File: src/rtl/cd_config_feeder.sv
// Host-to-CD configuration write feeder: a small FIFO followed by a registered valid/ready output stage.
// Optional macro CD_BOOT_DEFAULTS_EN replays four fixed boot writes before any host traffic.
module cd_config_feeder #(
  parameter int WIDTH_CONFIG_ADDR = 4,
  parameter int WIDTH_CONFIG_DATA = 16,
  parameter int FIFO_DEPTH        = 4
) (
  input  logic                               clk,
  input  logic                               rst,
  input  logic [WIDTH_CONFIG_ADDR-1:0]       h_addr,
  input  logic [WIDTH_CONFIG_DATA-1:0]       h_data,
  input  logic                               h_valid,
  output logic                               h_ready,
  output logic [WIDTH_CONFIG_ADDR-1:0]       c_addr,
  output logic [WIDTH_CONFIG_DATA-1:0]       c_data,
  output logic                               c_valid,
  input  logic                               c_ready,
  output logic [$clog2(FIFO_DEPTH):0]        level,
  output logic                               busy
);

  localparam int AW = $clog2(FIFO_DEPTH);
  localparam int LW = AW + 1;
  localparam int CA = WIDTH_CONFIG_ADDR;
  localparam int CD = WIDTH_CONFIG_DATA;

  typedef enum logic [1:0] {
    IDLE = 2'd0,
    SEND = 2'd1,
    BOOT = 2'd2
  } state_t;

`ifdef CD_BOOT_DEFAULTS_EN
  localparam state_t RESET_STATE = BOOT;
`else
  localparam state_t RESET_STATE = IDLE;
`endif

  state_t              state_q;
  logic [AW:0]         wptr_q;
  logic [AW:0]         rptr_q;
  logic [LW-1:0]       level_q;
  logic [CA+CD-1:0]    mem_q [FIFO_DEPTH];
  logic                c_valid_q;
  logic [CA-1:0]       c_addr_q;
  logic [CD-1:0]       c_data_q;

  logic                full_s;
  logic                empty_s;
  logic                push_s;
  logic                pop_s;
  logic [CA+CD-1:0]    rd_word_s;

`ifdef CD_BOOT_DEFAULTS_EN
  logic [1:0]          boot_idx_q;

  function automatic logic [CA-1:0] boot_addr(input logic [1:0] idx);
    return CA'(idx);
  endfunction

  function automatic logic [CD-1:0] boot_data(input logic [1:0] idx);
    case (idx)
      2'd0:    return CD'(16'd2);
      2'd1:    return CD'(16'd434);
      2'd2:    return CD'(16'd25000);
      2'd3:    return CD'(16'd50000);
      default: return CD'(16'd0);
    endcase
  endfunction
`endif

  // Wrap bit distinguishes full from empty when the index bits match.
  assign full_s    = (wptr_q[AW] != rptr_q[AW]) && (wptr_q[AW-1:0] == rptr_q[AW-1:0]);
  assign empty_s   = (wptr_q == rptr_q);
  assign push_s    = h_valid && !full_s;
  assign rd_word_s = mem_q[rptr_q[AW-1:0]];

  assign h_ready = !full_s;
  assign c_addr  = c_addr_q;
  assign c_data  = c_data_q;
  assign c_valid = c_valid_q;
  assign level   = level_q;
  assign busy    = (level_q != {LW{1'b0}}) || c_valid_q || (state_q != IDLE);

  always_comb begin
    pop_s = 1'b0;
    case (state_q)
      IDLE:    pop_s = !empty_s;
      SEND:    pop_s = c_ready && !empty_s;
`ifdef CD_BOOT_DEFAULTS_EN
      BOOT:    pop_s = c_valid_q && c_ready && (boot_idx_q == 2'd3) && !empty_s;
`endif
      default: pop_s = 1'b0;
    endcase
  end

  always_ff @(posedge clk) begin
    if (push_s) begin
      mem_q[wptr_q[AW-1:0]] <= {h_addr, h_data};
    end
  end

  always_ff @(posedge clk or posedge rst) begin
    if (rst) begin
      wptr_q  <= {LW{1'b0}};
      rptr_q  <= {LW{1'b0}};
      level_q <= {LW{1'b0}};
    end else begin
      if (push_s) wptr_q <= wptr_q + LW'(1);
      if (pop_s)  rptr_q <= rptr_q + LW'(1);
      case ({push_s, pop_s})
        2'b10:   level_q <= level_q + LW'(1);
        2'b01:   level_q <= level_q - LW'(1);
        default: level_q <= level_q;
      endcase
    end
  end

  // Output stage only reloads on a handshake or when empty, so a stalled word holds.
  always_ff @(posedge clk or posedge rst) begin
    if (rst) begin
      state_q    <= RESET_STATE;
      c_valid_q  <= 1'b0;
      c_addr_q   <= {CA{1'b0}};
      c_data_q   <= {CD{1'b0}};
`ifdef CD_BOOT_DEFAULTS_EN
      boot_idx_q <= 2'd0;
`endif
    end else begin
      case (state_q)
        IDLE: begin
          if (pop_s) begin
            {c_addr_q, c_data_q} <= rd_word_s;
            c_valid_q            <= 1'b1;
            state_q              <= SEND;
          end
        end
        SEND: begin
          if (c_ready) begin
            if (pop_s) begin
              {c_addr_q, c_data_q} <= rd_word_s;
            end else begin
              c_valid_q <= 1'b0;
              state_q   <= IDLE;
            end
          end
        end
`ifdef CD_BOOT_DEFAULTS_EN
        BOOT: begin
          if (!c_valid_q) begin
            c_valid_q <= 1'b1;
            c_addr_q  <= boot_addr(boot_idx_q);
            c_data_q  <= boot_data(boot_idx_q);
          end else if (c_ready) begin
            if (boot_idx_q == 2'd3) begin
              boot_idx_q <= 2'd0;
              if (pop_s) begin
                {c_addr_q, c_data_q} <= rd_word_s;
                state_q              <= SEND;
              end else begin
                c_valid_q <= 1'b0;
                state_q   <= IDLE;
              end
            end else begin
              boot_idx_q <= boot_idx_q + 2'd1;
              c_addr_q   <= boot_addr(boot_idx_q + 2'd1);
              c_data_q   <= boot_data(boot_idx_q + 2'd1);
            end
          end
        end
`endif
        default: begin
          state_q   <= IDLE;
          c_valid_q <= 1'b0;
        end
      endcase
    end
  end

endmodule

File: config.mk
export PLATFORM = sky130hd
export DESIGN_NAME = cd_config_feeder
export DESIGN_NICKNAME = d
export VERILOG_FILES = /design/src/rtl/cd_config_feeder.sv
export SDC_FILE = /design/constraint.sdc
export NUM_CORES = 1
export LEC_CHECK = 0
export BUFFER_PORTS_ARGS = -buffer_cell sky130_fd_sc_hd__buf_4
export CAP_MARGIN = 10
export CORE_MARGIN = 2
export CORE_UTILIZATION = 34
export DETAILED_ROUTE_END_ITERATION = 16
export PLACE_DENSITY = 0.53
export SETUP_SLACK_MARGIN = 0.3
export SYNTH_ARGS = -nofsm -noshare
export SYNTH_HDL_FRONTEND = slang
export SYNTH_SLANG_ARGS = --single-unit
File: constraint.sdc
create_clock -name clk -period 3.3 [get_ports clk]
set_clock_uncertainty 0.15 [all_clocks]
set_input_delay 0.165 -clock clk [delete_from_list [all_inputs] [get_ports clk]]
set_output_delay 0.165 -clock clk [all_outputs]
set_load 0.005 [all_outputs]
* Word level (Yosys, flattened, before mapping)
Memory sizes are Yosys's and may differ from the RTL's.
Index checks and enable logic that the tools add are counted.
** Storage, ports and cells
- Flip-flop bits (word level) :: 32
- Memory bits (writable) :: 80
- Output and inout port bits :: 26
- Word-level logic and storage cells :: 53
- Memories :: 1
** Cells by class
- $add $sub $neg :: 4
- Eq/ne operators :: 9
- Muxes and demuxes :: 18
- Reductions and logical operators :: 14
** Memory list
- mem_q :: depth 4, width 20, read ports 1, clocked after memory_dff 0, wr ports 1, RTL line 43 : logic [CA+CD-1:0] mem_q [FIFO_DEPTH];
** Operators with widths (count)
- 16-bit 2-to-1 mux :: 2
- 16-bit one-hot mux with 2 select lines :: 1
- 3-bit by 1-bit adder with 3-bit output, second input constant :: 3
- 4-bit 2-to-1 mux :: 2
- 4-bit one-hot mux with 2 select lines :: 1
- 2-bit 2-to-1 mux :: 3
- 2-bit != test, second input constant :: 3
- 3-bit one-hot mux with 2 select lines :: 1
- 2-bit nonzero test :: 3
- 1-bit 2-to-1 mux :: 5
- 2-bit by 1-bit equality test with 1-bit output, second input constant :: 2
- 1-bit one-hot mux with 2 select lines :: 2
- 2-bit one-hot mux with 2 select lines :: 1
- 3-bit equality test :: 1
- 1-bit logical AND :: 3
- 3-bit AND reduction :: 1
- 3-bit nonzero test :: 1
- 3-bit by 1-bit subtractor with 3-bit output, second input constant :: 1
- 2-bit equality test :: 1
- 2-bit equality test, second input constant :: 1
- 1-bit logical NOT :: 2
- 2-bit logical NOT :: 1
- 1-bit logical OR :: 2
- 2-bit AND reduction :: 1
- 1-bit != test :: 1

* Logic depth before layout (Yosys ltp)
- Word-level depth :: 7
- Mapped depth :: 8
- Depth with buffers taken out :: 8

* Worst setup path after synthesis
Ideal clock, no wire load.
- Path kind :: register -> register
- Start point :: reg rptr_q[0]
- End point :: reg level_q[2] (netlist: level[2])
- Library setup time :: 0.125 ns
- Data arrival time :: 2.081 ns
- Slack :: 0.944 ns
- Stages on the path, launching flop included :: 9
- Path buffers :: 1
- Path through :: dfrtp_1 > xor2_2 > o31a_4 > buf_6 > ha_1 > fa_1 > xnor2_1 > nor2_1 > xor2_1
** On the way
- Cells in the longest elaborated chain, start to end :: 6
- Elaborated cells between the ends (all ways) :: 12
** RTL lines
- from (decl) :: RTL line 41 : logic [AW:0] rptr_q;
- from (signal assigned) :: RTL line 106 : rptr_q <= {LW{1'b0}};
- from (signal assigned) :: RTL line 110 : if (pop_s) rptr_q <= rptr_q + LW'(1);
- 3-bit equality test * :: RTL line 74 : assign empty_s = (wptr_q == rptr_q);
- 1-bit logical NOT * :: RTL line 88, 89
- 1-bit logical AND :: RTL line 89 : SEND: pop_s = c_ready && !empty_s;
- 1-bit one-hot mux with 2 select lines * :: RTL line 87 : case (state_q)
- named net pop_s :: RTL line 51 : logic pop_s;
- 2-bit by 1-bit equality test with 1-bit output or 2-bit equality test (tied branches) :: RTL line 111 : case ({push_s, pop_s})
- 3-bit one-hot mux with 2 select lines or 2-bit nonzero test (tied branches)
- to (signal assigned) :: RTL line 112 : 2'b10: level_q <= level_q + LW'(1);
- to (signal assigned) :: RTL line 113 : 2'b01: level_q <= level_q - LW'(1);
- to (signal assigned) :: RTL line 114 : default: level_q <= level_q;
- to (decl) :: RTL line 42 : logic [LW-1:0] level_q;
The timed path passes the listed nets; every way through them passes the cells marked *.
A chain may end at the register's enable or synchronous reset.

* Final worst setup path
- Start point :: reg wptr_q[1]
- End point :: reg level_q[2] (netlist: level[2])
** On the way
- Cells in the longest elaborated chain, start to end :: 6
- Elaborated cells between the ends (all ways) :: 12
** RTL lines
- from (decl) :: RTL line 40 : logic [AW:0] wptr_q;
- from (signal assigned) :: RTL line 105 : wptr_q <= {LW{1'b0}};
- from (signal assigned) :: RTL line 109 : if (push_s) wptr_q <= wptr_q + LW'(1);
- 3-bit equality test or 2-bit equality test (tied branches) :: RTL line 74, 73
- 1-bit logical NOT or 1-bit logical AND (tied branches) :: RTL line 88, 89, 73
- 1-bit logical AND or 1-bit logical NOT (tied branches) :: RTL line 89, 75
- 1-bit one-hot mux with 2 select lines or 1-bit logical AND (tied branches) :: RTL line 87, 75
- 2-bit by 1-bit equality test with 1-bit output or 2-bit equality test (tied branches) :: RTL line 111
- 3-bit one-hot mux with 2 select lines or 2-bit nonzero test (tied branches)
Several ways; a longest one is shown, not always the timed one.

==> metrics.txt <==
TNS Setup=0 ps; endpoints failing setup=0; max layer used=met4; largest net degree at the start of global routing=23; I/O pins=50; CP Data Required Time=3410 ps; antenna-violating nets left=0; H-tree depth reported by CTS=3; P_leak=roughly 2 nW; R2R Path End=level[2]$_DFFE_PP0P_; Port Buf Inserts=between 40 and 50; Initial Utilization=0.352; startpoint types=register; vias in the first global route=approximately 2200; fin crit share=0.736; TritonCTS clock tree=done; HPWL after DPL=around 4600 um; first-pass GRT wire length=12200 um; Die X=116 um; Metal-1 WL=3460 um; pwr dens=946 nW/um2; most used cell, CP=xor2_1; layout cell share with drive strength beyond 1=0.417; Hold Crit Depth=3; GRT overflow=0; Crit Path Category=reg -> reg; vias per cell=4.51; run status=completed; CORE AREA=12200 um2; Hold Path Origin=c_ready; critical path's top delay family=XOR/XNOR gates; die area=13500 um2; clk root buf=clkbuf_16; Least-Margin Pin Slew=774 ps; Gate Count Post-Synth=194; relative slew slack=0.483; diode count=0; global-route usage over all layers=0.124; initial antenna violation count=0; Crit. End Element=register; fmax=412 MHz; post-synth net total=approximately 230; Clk pin slew, worst setup/hold paths=70 ps; launch point of the worst reg-to-reg path=wptr_q[1]$_DFFE_PP0P_; Max clock buf depth=2; Mapped Area=4280 um2; Distinct cells, synth=27; DR vias=2036; row cnt=40; final net count=309; FF+latch count, synth=between 100 and 150; worst skew pair latency=330 ps; Final Critical Period=2430 ps; Tot Pwr=0.00514 W; CP bufs+invs=1; drt initial violations=96; crit path DAT=2540 ps; CP max stage delay=440 ps; Avg Cell Area, Syn=22.1 um2; DRC Markers=0; slowest library cell on the worst path=dfrtp_1; Hold/Removal Path Class=in -> reg; worst-path cell chain=xor2_1 > o31a_1 > inv_1 > ha_1 > fa_1 > xnor2_1 > nor2_1 > xor2_1; Area growth, synth to finish=26.8%; Syn. warnings=0; WL final=7680 um; Max Cap Viol=0; GPL Wtd Cong=0.704; count of pins over their slew limit=0; CTS buffer count=9; Max VDD drop=approximately 0.38 mV; final hold vios=0; RSZ-0062 raised after global routing=no; WL met3=roughly 220 um; DR pass1 iterations=4; CP Max Fanout=6; chip height=116 um; sequential-to-total area share from yosys stat=0.736; DR WL met2=just under 4000 um; R2R cell count=8; R2R Setup Slk=870 ps; Sink Count=110; drt wl/cell=17.0 um; worst hold endpoint=c_valid$_DFFE_PP0P_
stage by stage:
| step | instance area, um2 | util | cells | setup slack (ps) | hold WS (ps) |
|---|---|---|---|---|---|
| after floorplan | 4280 | - | 194 | 944 | 106 |
| after global placement | 4900 | 0.403 | 414 | 932 | 214 |
| after detailed placement | 4900 | 0.403 | 414 | 857 | 219 |
| after CTS | 5430 | 0.447 | 451 | 847 | 11.7 |
| after global routing | 5430 | 0.447 | 451 | 685 | 23.3 |
| final | 5430 | 0.447 | 451 | 872 | 32.2 |
placed cells by master (no fill, tap or decap), drive strengths merged, types with 5 or more instances in the layout:
cell type / count
buf: 58
mux2: 23
xnor2: 5
mux4: 20
ha: 6
clkbuf: 9
xor2: 6
dlygate4sd3: 21
dfrtp: 30
inv: 5
edfxtp: 80
flip-flops by register name, indices dropped and copies added (netlist names):
name     cells
c_valid      1
wptr_q       3
c_data      16
c_addr       4
rptr_q       3
mem_q       80
level        3
metal layers:
metal / global-route usage / up-vias
li1: - / 935
met1: 0.161 / 1055
met2: 0.206 / 37
met3: 0.0218 / 9
met4: 0.0524 / 0
met5: 0 / -
cell usage after synthesis (all sizes together):
cell / n / area share
or4: 1 / 0.0018
o311a: 1 / 0.0023
fa: 1 / 0.0047
dfrtp: 30 / 0.18
o311ai: 1 / 0.0020
mux2: 23 / 0.076
edfxtp: 80 / 0.56
o31a: 2 / 0.0061
nor3: 1 / 0.0012
and2: 3 / 0.0044
buf: 4 / 0.0082
clkbuf: 2 / 0.0018
nor2: 1 / 0.00088
xor2: 6 / 0.014
ha: 6 / 0.018
nand2: 1 / 0.00088
nand2b: 1 / 0.0015
or3: 1 / 0.0015
xnor2: 5 / 0.010
inv: 4 / 0.0035
mux4: 20 / 0.11
power by group:
part / internal [W] / switching, W
clock network: 0.000670 / 0.000485
logic: 0.00106 / 0.000789
registers: 0.00194 / 0.000191
total: 0.00368 / 0.00146
logic make-up (layout without fill, tap and decap cells):
logic type	count (synthesis)	in the layout	share of synthesized area
AO/OA/AOI/OAI	4	4	0.0105
XOR/XNOR	11	11	0.0242
adder cells (fa/ha/maj)	7	7	0.0222
buffers and inverters	10	99	0.0134
flip-flops	110	110	0.736
multiplexers	43	43	0.181
AND/OR/NAND/NOR	9	9	0.0120
layout make-up:
cell class              count  area [um2]
clock buffers               9         225
clock inverters             7        97.6
fillers                  1074        6730
inverters                   4        15.0
multi-input cells          74        1070
flip-flops and latches    110        3150
well taps                 168         210
repair buffers             79         658
worst register-to-register path, stage by stage, from the launching register on:
cell	delay, ps
dfrtp_1	440
xor2_1	400
o31a_1	300
inv_1	70
ha_1	230
fa_1	380
xnor2_1	130
nor2_1	110
xor2_1	140
repair_timing:
action | CTS | global route
hold buffers | 21 | 0
gates resized for setup | 0 | 0
endpoints found under the hold margin | 98 | 0
setup buffers | 0 | 0
how the worst max path moves through the flow:
stage                                from                   end  slack [ps]  cells past startpoint
finish              wptr_q[1]$_DFFE_PP0P_  level[2]$_DFFE_PP0P_         870                      8
global route        wptr_q[1]$_DFFE_PP0P_  level[2]$_DFFE_PP0P_         690                      8
CTS                 wptr_q[1]$_DFFE_PP0P_  level[2]$_DFFE_PP0P_         850                      8
detailed placement  wptr_q[1]$_DFFE_PP0P_  level[2]$_DFFE_PP0P_         860                      8
global placement    wptr_q[1]$_DFFE_PP0P_  level[2]$_DFFE_PP0P_         930                      8
floorplan           rptr_q[0]$_DFFE_PP0P_  level[2]$_DFFE_PP0P_         940                      8
(Power assumes the default switching activity.)
